File: src/rtl/metadata_assoc_array_pkg.sv
// Shared defaults and FSM encoding for the set-associative cache metadata array.
package metadata_assoc_array_pkg;

    localparam int DEF_NUM_SETS = 64;
    localparam int DEF_NUM_WAYS = 2;
    localparam int DEF_TAG_W    = 6;

    typedef enum logic [0:0] {
        ST_IDLE  = 1'b0,
        ST_FLUSH = 1'b1
    } state_e;

endpackage

File: src/rtl/metadata_assoc_array_set.sv
// One set: per-way valid/tag/age storage, tag compare, victim select and true-LRU update.
module metadata_assoc_array_set
    import metadata_assoc_array_pkg::*;
#(
    parameter int NUM_WAYS = DEF_NUM_WAYS,
    parameter int TAG_W    = DEF_TAG_W,
    parameter int WAY_W    = $clog2(NUM_WAYS)
) (
    input  logic             clk,
    input  logic             rst,
    input  logic             init_i,
    input  logic             upd_en_i,
    input  logic             wr_en_i,
    input  logic [WAY_W-1:0] upd_way_i,
    input  logic [TAG_W-1:0] tag_i,
    output logic             hit_o,
    output logic [WAY_W-1:0] hit_way_o,
    output logic [WAY_W-1:0] victim_way_o
);

    logic [NUM_WAYS-1:0] valid_q, valid_d;
    logic [TAG_W-1:0]    tag_q [NUM_WAYS];
    logic [TAG_W-1:0]    tag_d [NUM_WAYS];
    logic [WAY_W-1:0]    age_q [NUM_WAYS];
    logic [WAY_W-1:0]    age_d [NUM_WAYS];
    logic [WAY_W-1:0]    old_age_s;
    logic                inv_found_s;

    // Tag compare across valid ways
    always_comb begin
        hit_o     = 1'b0;
        hit_way_o = '0;
        for (int w = 0; w < NUM_WAYS; w++) begin
            if (valid_q[w] && (tag_q[w] == tag_i)) begin
                hit_o     = 1'b1;
                hit_way_o = WAY_W'(w);
            end else begin
                hit_o     = hit_o;
            end
        end
    end

    // Victim: lowest invalid way wins over the LRU way
    always_comb begin
        victim_way_o = '0;
        inv_found_s  = 1'b0;
        for (int w = 0; w < NUM_WAYS; w++) begin
            if (age_q[w] == WAY_W'(NUM_WAYS - 1)) begin
                victim_way_o = WAY_W'(w);
            end else begin
                victim_way_o = victim_way_o;
            end
        end
        for (int w = 0; w < NUM_WAYS; w++) begin
            if (!inv_found_s && !valid_q[w]) begin
                victim_way_o = WAY_W'(w);
                inv_found_s  = 1'b1;
            end else begin
                inv_found_s  = inv_found_s;
            end
        end
    end

    // Next state: reinitialise, or promote upd_way to MRU (optionally writing its tag)
    always_comb begin
        valid_d   = valid_q;
        tag_d     = tag_q;
        age_d     = age_q;
        old_age_s = age_q[upd_way_i];
        if (init_i) begin
            valid_d = '0;
            for (int w = 0; w < NUM_WAYS; w++) begin
                tag_d[w] = '0;
                age_d[w] = WAY_W'(w);
            end
        end else if (upd_en_i) begin
            for (int w = 0; w < NUM_WAYS; w++) begin
                if (WAY_W'(w) == upd_way_i) begin
                    age_d[w] = '0;
                end else if (age_q[w] < old_age_s) begin
                    age_d[w] = age_q[w] + WAY_W'(1);
                end else begin
                    age_d[w] = age_q[w];
                end
            end
            if (wr_en_i) begin
                valid_d[upd_way_i] = 1'b1;
                tag_d[upd_way_i]   = tag_i;
            end else begin
                valid_d = valid_d;
            end
        end else begin
            valid_d = valid_q;
        end
    end

    // Storage registers
    always_ff @(posedge clk) begin
        if (rst) begin
            valid_q <= '0;
            for (int w = 0; w < NUM_WAYS; w++) begin
                tag_q[w] <= '0;
                age_q[w] <= WAY_W'(w);
            end
        end else begin
            valid_q <= valid_d;
            tag_q   <= tag_d;
            age_q   <= age_d;
        end
    end

endmodule

File: src/rtl/metadata_assoc_array.sv
// N-way set-associative tag/valid/LRU array with registered lookup and a one-set-per-cycle flush.
module metadata_assoc_array
    import metadata_assoc_array_pkg::*;
#(
    parameter  int NUM_SETS = DEF_NUM_SETS,
    parameter  int NUM_WAYS = DEF_NUM_WAYS,
    parameter  int TAG_W    = DEF_TAG_W,
    localparam int IDX_W    = $clog2(NUM_SETS),
    localparam int WAY_W    = $clog2(NUM_WAYS)
) (
    input  logic             clk,
    input  logic             rst,
    input  logic             lookup_en,
    input  logic [IDX_W-1:0] index,
    input  logic [TAG_W-1:0] tag_in,
    input  logic             fill_en,
    input  logic             flush_req,
    output logic             hit,
    output logic [WAY_W-1:0] hit_way,
    output logic [WAY_W-1:0] victim_way,
    output logic             busy,
    output logic             flush_done
);

    localparam logic [IDX_W-1:0] LAST_IDX = IDX_W'(NUM_SETS - 1);

    state_e             state_q, state_d;
    logic [IDX_W-1:0]   cnt_q, cnt_d;
    logic               hit_q, hit_d;
    logic [WAY_W-1:0]   hit_way_q, hit_way_d;
    logic [WAY_W-1:0]   victim_q, victim_d;

    logic [NUM_SETS-1:0] set_hit_s;
    logic [WAY_W-1:0]    set_hit_way_s [NUM_SETS];
    logic [WAY_W-1:0]    set_victim_s  [NUM_SETS];
    logic                idle_s;
    logic                fill_go_s;
    logic                lu_upd_s;

    // A same-cycle fill owns the LRU update; the lookup's promotion is dropped
    always_comb begin
        idle_s    = (state_q == ST_IDLE);
        fill_go_s = fill_en && idle_s;
        lu_upd_s  = lookup_en && idle_s && set_hit_s[index] && !fill_go_s;
    end

    for (genvar s = 0; s < NUM_SETS; s++) begin : g_set
        logic             sel_s;
        logic             init_s;
        logic             upd_en_s;
        logic [WAY_W-1:0] upd_way_s;

        assign sel_s     = (index == IDX_W'(s));
        assign init_s    = (state_q == ST_FLUSH) && (cnt_q == IDX_W'(s));
        assign upd_en_s  = sel_s && (fill_go_s || lu_upd_s);
        assign upd_way_s = fill_go_s ? set_victim_s[s] : set_hit_way_s[s];

        metadata_assoc_array_set #(
            .NUM_WAYS (NUM_WAYS),
            .TAG_W    (TAG_W),
            .WAY_W    (WAY_W)
        ) u_set (
            .clk          (clk),
            .rst          (rst),
            .init_i       (init_s),
            .upd_en_i     (upd_en_s),
            .wr_en_i      (fill_go_s),
            .upd_way_i    (upd_way_s),
            .tag_i        (tag_in),
            .hit_o        (set_hit_s[s]),
            .hit_way_o    (set_hit_way_s[s]),
            .victim_way_o (set_victim_s[s])
        );
    end

    // Flush sequencer next state
    always_comb begin
        state_d = state_q;
        cnt_d   = cnt_q;
        case (state_q)
            ST_IDLE: begin
                if (flush_req) begin
                    state_d = ST_FLUSH;
                    cnt_d   = '0;
                end else begin
                    state_d = ST_IDLE;
                end
            end
            ST_FLUSH: begin
                if (cnt_q == LAST_IDX) begin
                    state_d = ST_IDLE;
                    cnt_d   = '0;
                end else begin
                    cnt_d   = cnt_q + IDX_W'(1);
                end
            end
            default: begin
                state_d = ST_IDLE;
                cnt_d   = '0;
            end
        endcase
    end

    // Lookup result capture; outputs hold when no lookup is issued
    always_comb begin
        hit_d     = hit_q;
        hit_way_d = hit_way_q;
        victim_d  = victim_q;
        if (lookup_en) begin
            if (idle_s) begin
                hit_d     = set_hit_s[index];
                hit_way_d = set_hit_way_s[index];
                victim_d  = set_victim_s[index];
            end else begin
                hit_d     = 1'b0;
                hit_way_d = '0;
                victim_d  = '0;
            end
        end else begin
            hit_d = hit_q;
        end
    end

    // Control and output registers
    always_ff @(posedge clk) begin
        if (rst) begin
            state_q   <= ST_IDLE;
            cnt_q     <= '0;
            hit_q     <= 1'b0;
            hit_way_q <= '0;
            victim_q  <= '0;
        end else begin
            state_q   <= state_d;
            cnt_q     <= cnt_d;
            hit_q     <= hit_d;
            hit_way_q <= hit_way_d;
            victim_q  <= victim_d;
        end
    end

    assign hit        = hit_q;
    assign hit_way    = hit_way_q;
    assign victim_way = victim_q;
    assign busy       = (state_q == ST_FLUSH);
    assign flush_done = (state_q == ST_FLUSH) && (cnt_q == LAST_IDX);

endmodule

File: config.mk
export PLATFORM = sky130hd
export DESIGN_NAME = metadata_assoc_array
export DESIGN_NICKNAME = d
export VERILOG_FILES = /design/src/rtl/metadata_assoc_array_pkg.sv /design/src/rtl/metadata_assoc_array_set.sv /design/src/rtl/metadata_assoc_array.sv
export SDC_FILE = /design/constraint.sdc
export NUM_CORES = 2
export LEC_CHECK = 0
export CAP_MARGIN = 15
export CORE_MARGIN = 3
export CORE_UTILIZATION = 60
export CTS_BUF_LIST = sky130_fd_sc_hd__clkbuf_16
export CTS_CLUSTER_DIAMETER = 120
export DETAILED_ROUTE_END_ITERATION = 7
export PLACE_DENSITY_LB_ADDON = 0.2
export SLEW_MARGIN = 5
export SYNTH_ARGS = -nofsm -noshare
export SYNTH_HDL_FRONTEND = slang
export SYNTH_SLANG_ARGS = --single-unit
File: constraint.sdc
create_clock -name clk -period 5.5 [get_ports clk]
set_clock_uncertainty 0.15 [all_clocks]
set_input_delay 1.1 -clock clk [delete_from_list [all_inputs] [get_ports clk]]
set_output_delay 1.1 -clock clk [all_outputs]
set_load 0.005 [all_outputs]
==> key figures <==
Run status
  – Outcome: finished clean

Critical path
  – R2r endpoint: g_set[37].u_set.age_q[1]$_SDFFE_PP0P_
  – Endpoint type of the worst setup path: flip-flop
  – CP Launch Type: input port
  – Crit path from: index[3]
  – Launch point of the worst reg-to-reg path: g_set[32].u_set.tag_q[3]$_SDFFE_PP0P_
  – Worst EP required: 5950 ps
  – CP Max Fanout: 23
  – Arrival @ worst endpoint: 5150 ps
  – R2r setup slk: 1640 ps
  – Worst Reg-to-Reg Cells: 11
  – Worst setup path class: input port to flip-flop

Power
  – Post-route total power: 15.6 mW
  – Lkg Pwr: 22.1 nW
  – Max VDD drop: 0.259 mV
  – PD cells: 282 mW/mm2

Hold path
  – Hold Path Sink: g_set[61].u_set.valid_q[1]$_SDFFE_PP0P_
  – Hold path depth: 2
  – Worst Hold Class: flip-flop to flip-flop
  – Hold path startpoint: g_set[61].u_set.valid_q[1]$_SDFFE_PP0P_

Yosys
  – Ys async rst share: 0%
  – Yosys reg bits: 1034
  – Compound-Gate Fraction of Synth Area: 8.01%
  – Cell Area, Synth: 0.0509 mm2
  – Synth Area in Adders: 0.0984%
  – Synth cell types: 70
  – Mux contribution to synthesized area: 16.6%
  – Largest family of logic cells by synthesized area: multiplexers
  – Mean Syn Cell Area: 9.10 um2
  – Post-Synth Simple-Gate Area: 15.8%
  – EDFF count, synth: 0
  – XOR/XNOR Fraction of Synth Area: 13.2%
  – Sequential-to-total area share from yosys stat: 40.7%
  – Synth Instances: 5589
  – Top FF cell, synth: dfxtp_1
  – Syn_nets: 5610
  – Synthesis Warnings: 0

Floorplan
  – Initial Util: 60.7%
  – CORE AREA: 0.0838 mm2
  – IO Count: 22
  – Standard-cell rows: 106
  – DIE HEIGHT: 297 um
  – Die X: 297 um
  – Full die area: 0.0883 mm2

STA
  – Fmax: 213 MHz
  – Final period util: 85.5%
  – Final setup fails: 0
  – Slew Limit Headroom: 19.2%
  – Final-report hold violation count: 0
  – Max Slew Vio Count: 0
  – Crit path time final: 4700 ps
  – Setup TNS: 0 ps
  – RSZ-0062 raised after global routing: false
  – Slew at the pin closest to its max-slew limit: 1210 ps

Global routing
  – Vias in the first global route: 37340
  – Initial antenna violation count: 6
  – Largest net degree at the start of global routing: 61
  – First-pass GRT wire length: 216 mm
  – Total global-route track usage: 30.4%
  – Overflow left after global routing: 0

Detailed routing
  – Routed wire length: 138 mm
  – Antenna viol nets, final: 0
  – DR vias: 39825
  – DRC: 0
  – First-pass detailed-route iteration total: 5
  – Wire per inst: 20.8 um
  – Vias/cell: 6.00
  – 1st-iter DRT viols: 3701

Layout
  – Layout cells sized above 1: 8.11%
  – Layout net count: 5444
  – Area Growth Syn to Fin: 8.65%
  – Final instance area: 0.0553 mm2
  – Layout fillers: 6869
  – Footprint of the multi-input gates: 0.0274 mm2
  – Final std cells w/o fill: 6639
  – Seq. cell area: 0.0207 mm2

Clock network
  – CTS max path bufs: 3
  – Post-CTS sizing: 0
  – Inserted Clock Buffers: 108
  – Post-CTS Hold Buffers: 0
  – Post-CTS Setup Bufs: 0
  – CTS tree: done
  – CTS sink cnt: 1034
  – Worst skew pair latency: 690 ps
  – Root buf cell: clkbuf_16
  – Worst-path clk slew: 60 ps
  – H-tree depth: 3

Placement
  – Gpl congestion: 0.904
  – Port-buffer cells: 21
  – Post-DP HPWL: 94.0 mm
  – DP Area: 0.0519 mm2
  – DP Cell Count: 6441

Flow run
  – Max Cap Viol: 0
==> layer usage <==
layer | vias up | global-route usage, % | routed length [um]
met2 | 1524 | 46.7 | 60800
met5 | - | 0 | 27
met1 | 19228 | 42.4 | 61000
li1 | 18768 | - | -
met3 | 301 | 5.37 | 11100
met4 | 4 | 12.0 | 5400
==> through the flow <==
stage,hold WS (ps),util (%),setup slack (ps)
after floorplan,291,-,1540
after CTS,316,65.9,1030
after detailed placement,307,62.0,368
final,315,66.0,795
after global placement,303,61.9,410
after global routing,337,65.9,703
==> critical path, cell delays in order <==
cell	delay, ps
clkdlybuf4s50_1	780
buf_4	380
or2_2	400
a211oi_1	160
o41ai_1	710
nor4_4	150
a21oi_1	900
buf_4	280
o21ai_0	90
a21oi_1	180
==> cells by family after synthesis <==
logic type               after synthesis
AND/OR/NAND/NOR                     1746
flip-flops                          1034
multiplexers                         799
XOR/XNOR                             768
AO/OA/AOI/OAI                        643
buffers and inverters                595
adder cells (fa/ha/maj)                4
==> registers in the layout, summed over array words and instances, names as in the netlist <==
signal	flops
busy	1
cnt_q	6
g_set.u_set.age_q	128
g_set.u_set.tag_q	768
g_set.u_set.valid_q	128
hit	1
hit_way	1
victim_way	1
==> power breakdown <==
group / switching, mW / total, mW / leakage (nW) / internal, mW
logic: 0.783 / 1.14 / 12.1 / 0.359
registers: 0.0128 / 7.52 / 8.33 / 7.51
clock network: 2.98 / 6.91 / 1.72 / 3.93
==> cells in the final DEF, fill, tap and decap left out, types with 7 or more instances in the layout <==
master,netlist,routed
nor2b_1,9,9
or3_1,66,66
nand2_1,109,109
dfxtp_1,1034,1034
mux4_2,37,37
inv_1,95,119
mux2i_1,762,762
a31oi_1,45,45
clkdlybuf4s50_1,0,10
clkinv_1,1,26
xnor2_1,384,384
clkinv_2,0,19
a21oi_1,226,226
o41a_1,13,13
nor3_2,1,9
nor4_2,14,13
o21bai_1,44,42
and2_1,28,28
a21o_1,22,22
clkbuf_16,0,111
buf_12,0,26
bufinv_16,0,7
a211oi_1,44,44
a311oi_1,23,23
nor2_1,1031,1031
a41oi_1,7,7
xor2_1,384,384
nor4_1,125,125
a211o_1,18,18
buf_4,31,175
o21ai_0,141,141
nand3_1,44,44
nor3b_1,9,9
nand4_1,141,141
nor3_1,77,69
o221a_2,9,9
and3_1,63,63
==> cell type report <==
| class | instances | area share, % |
|---|---|---|
| Clock inverter | 78 | 0.923 |
| Timing Repair Buffer | 223 | 3.73 |
| Tap cell | 1134 | 2.57 |
| Multi-Input combinational cell | 3960 | 49.7 |
| Clock buffer | 111 | 5.02 |
| Sequential cell | 1034 | 37.4 |
| Antenna cell | 3 | 0.0136 |
| Inverter | 96 | 0.652 |
==> cells in the mapped netlist, types with 18 or more instances <==
library cell  count  area, um2
a21oi_1         226       1130
or3_1            66        413
inv_1            95        357
buf_6            56        631
o21ai_0         141        706
clkbuf_1        349       1310
and2_1           28        175
nand2_1         109        409
o21bai_1         44        330
and3_1           63        394
nand4_1         141        882
nor4_1          125        782
xnor2_1         384       3360
nor2_1         1031       3870
dfxtp_1        1034      20700
a311oi_1         23        201
a211o_1          18        158
mux4_2           37        833
a211oi_1         44        330
a21o_1           22        165
nand3_1          44        220
buf_4            31        233
mux2i_1         762       7630
xor2_1          384       3360
buf_2            30        150
buf_1            33        124
nor3_1           77        385
a31oi_1          45        282
==> how the worst max path moves through the flow <==
stage / endpoint / slack [ps]
floorplan: hit_way$_SDFFE_PP0P_ / 1540
global placement: g_set[36].u_set.age_q[0]$_SDFFE_PP1P_ / 410
detailed placement: g_set[38].u_set.age_q[0]$_SDFFE_PP1P_ / 370
CTS: g_set[38].u_set.age_q[0]$_SDFFE_PP1P_ / 1030
global route: g_set[38].u_set.age_q[0]$_SDFFE_PP1P_ / 700
finish: g_set[38].u_set.age_q[0]$_SDFFE_PP1P_ / 800
Power figures use the tool's default switching activity.
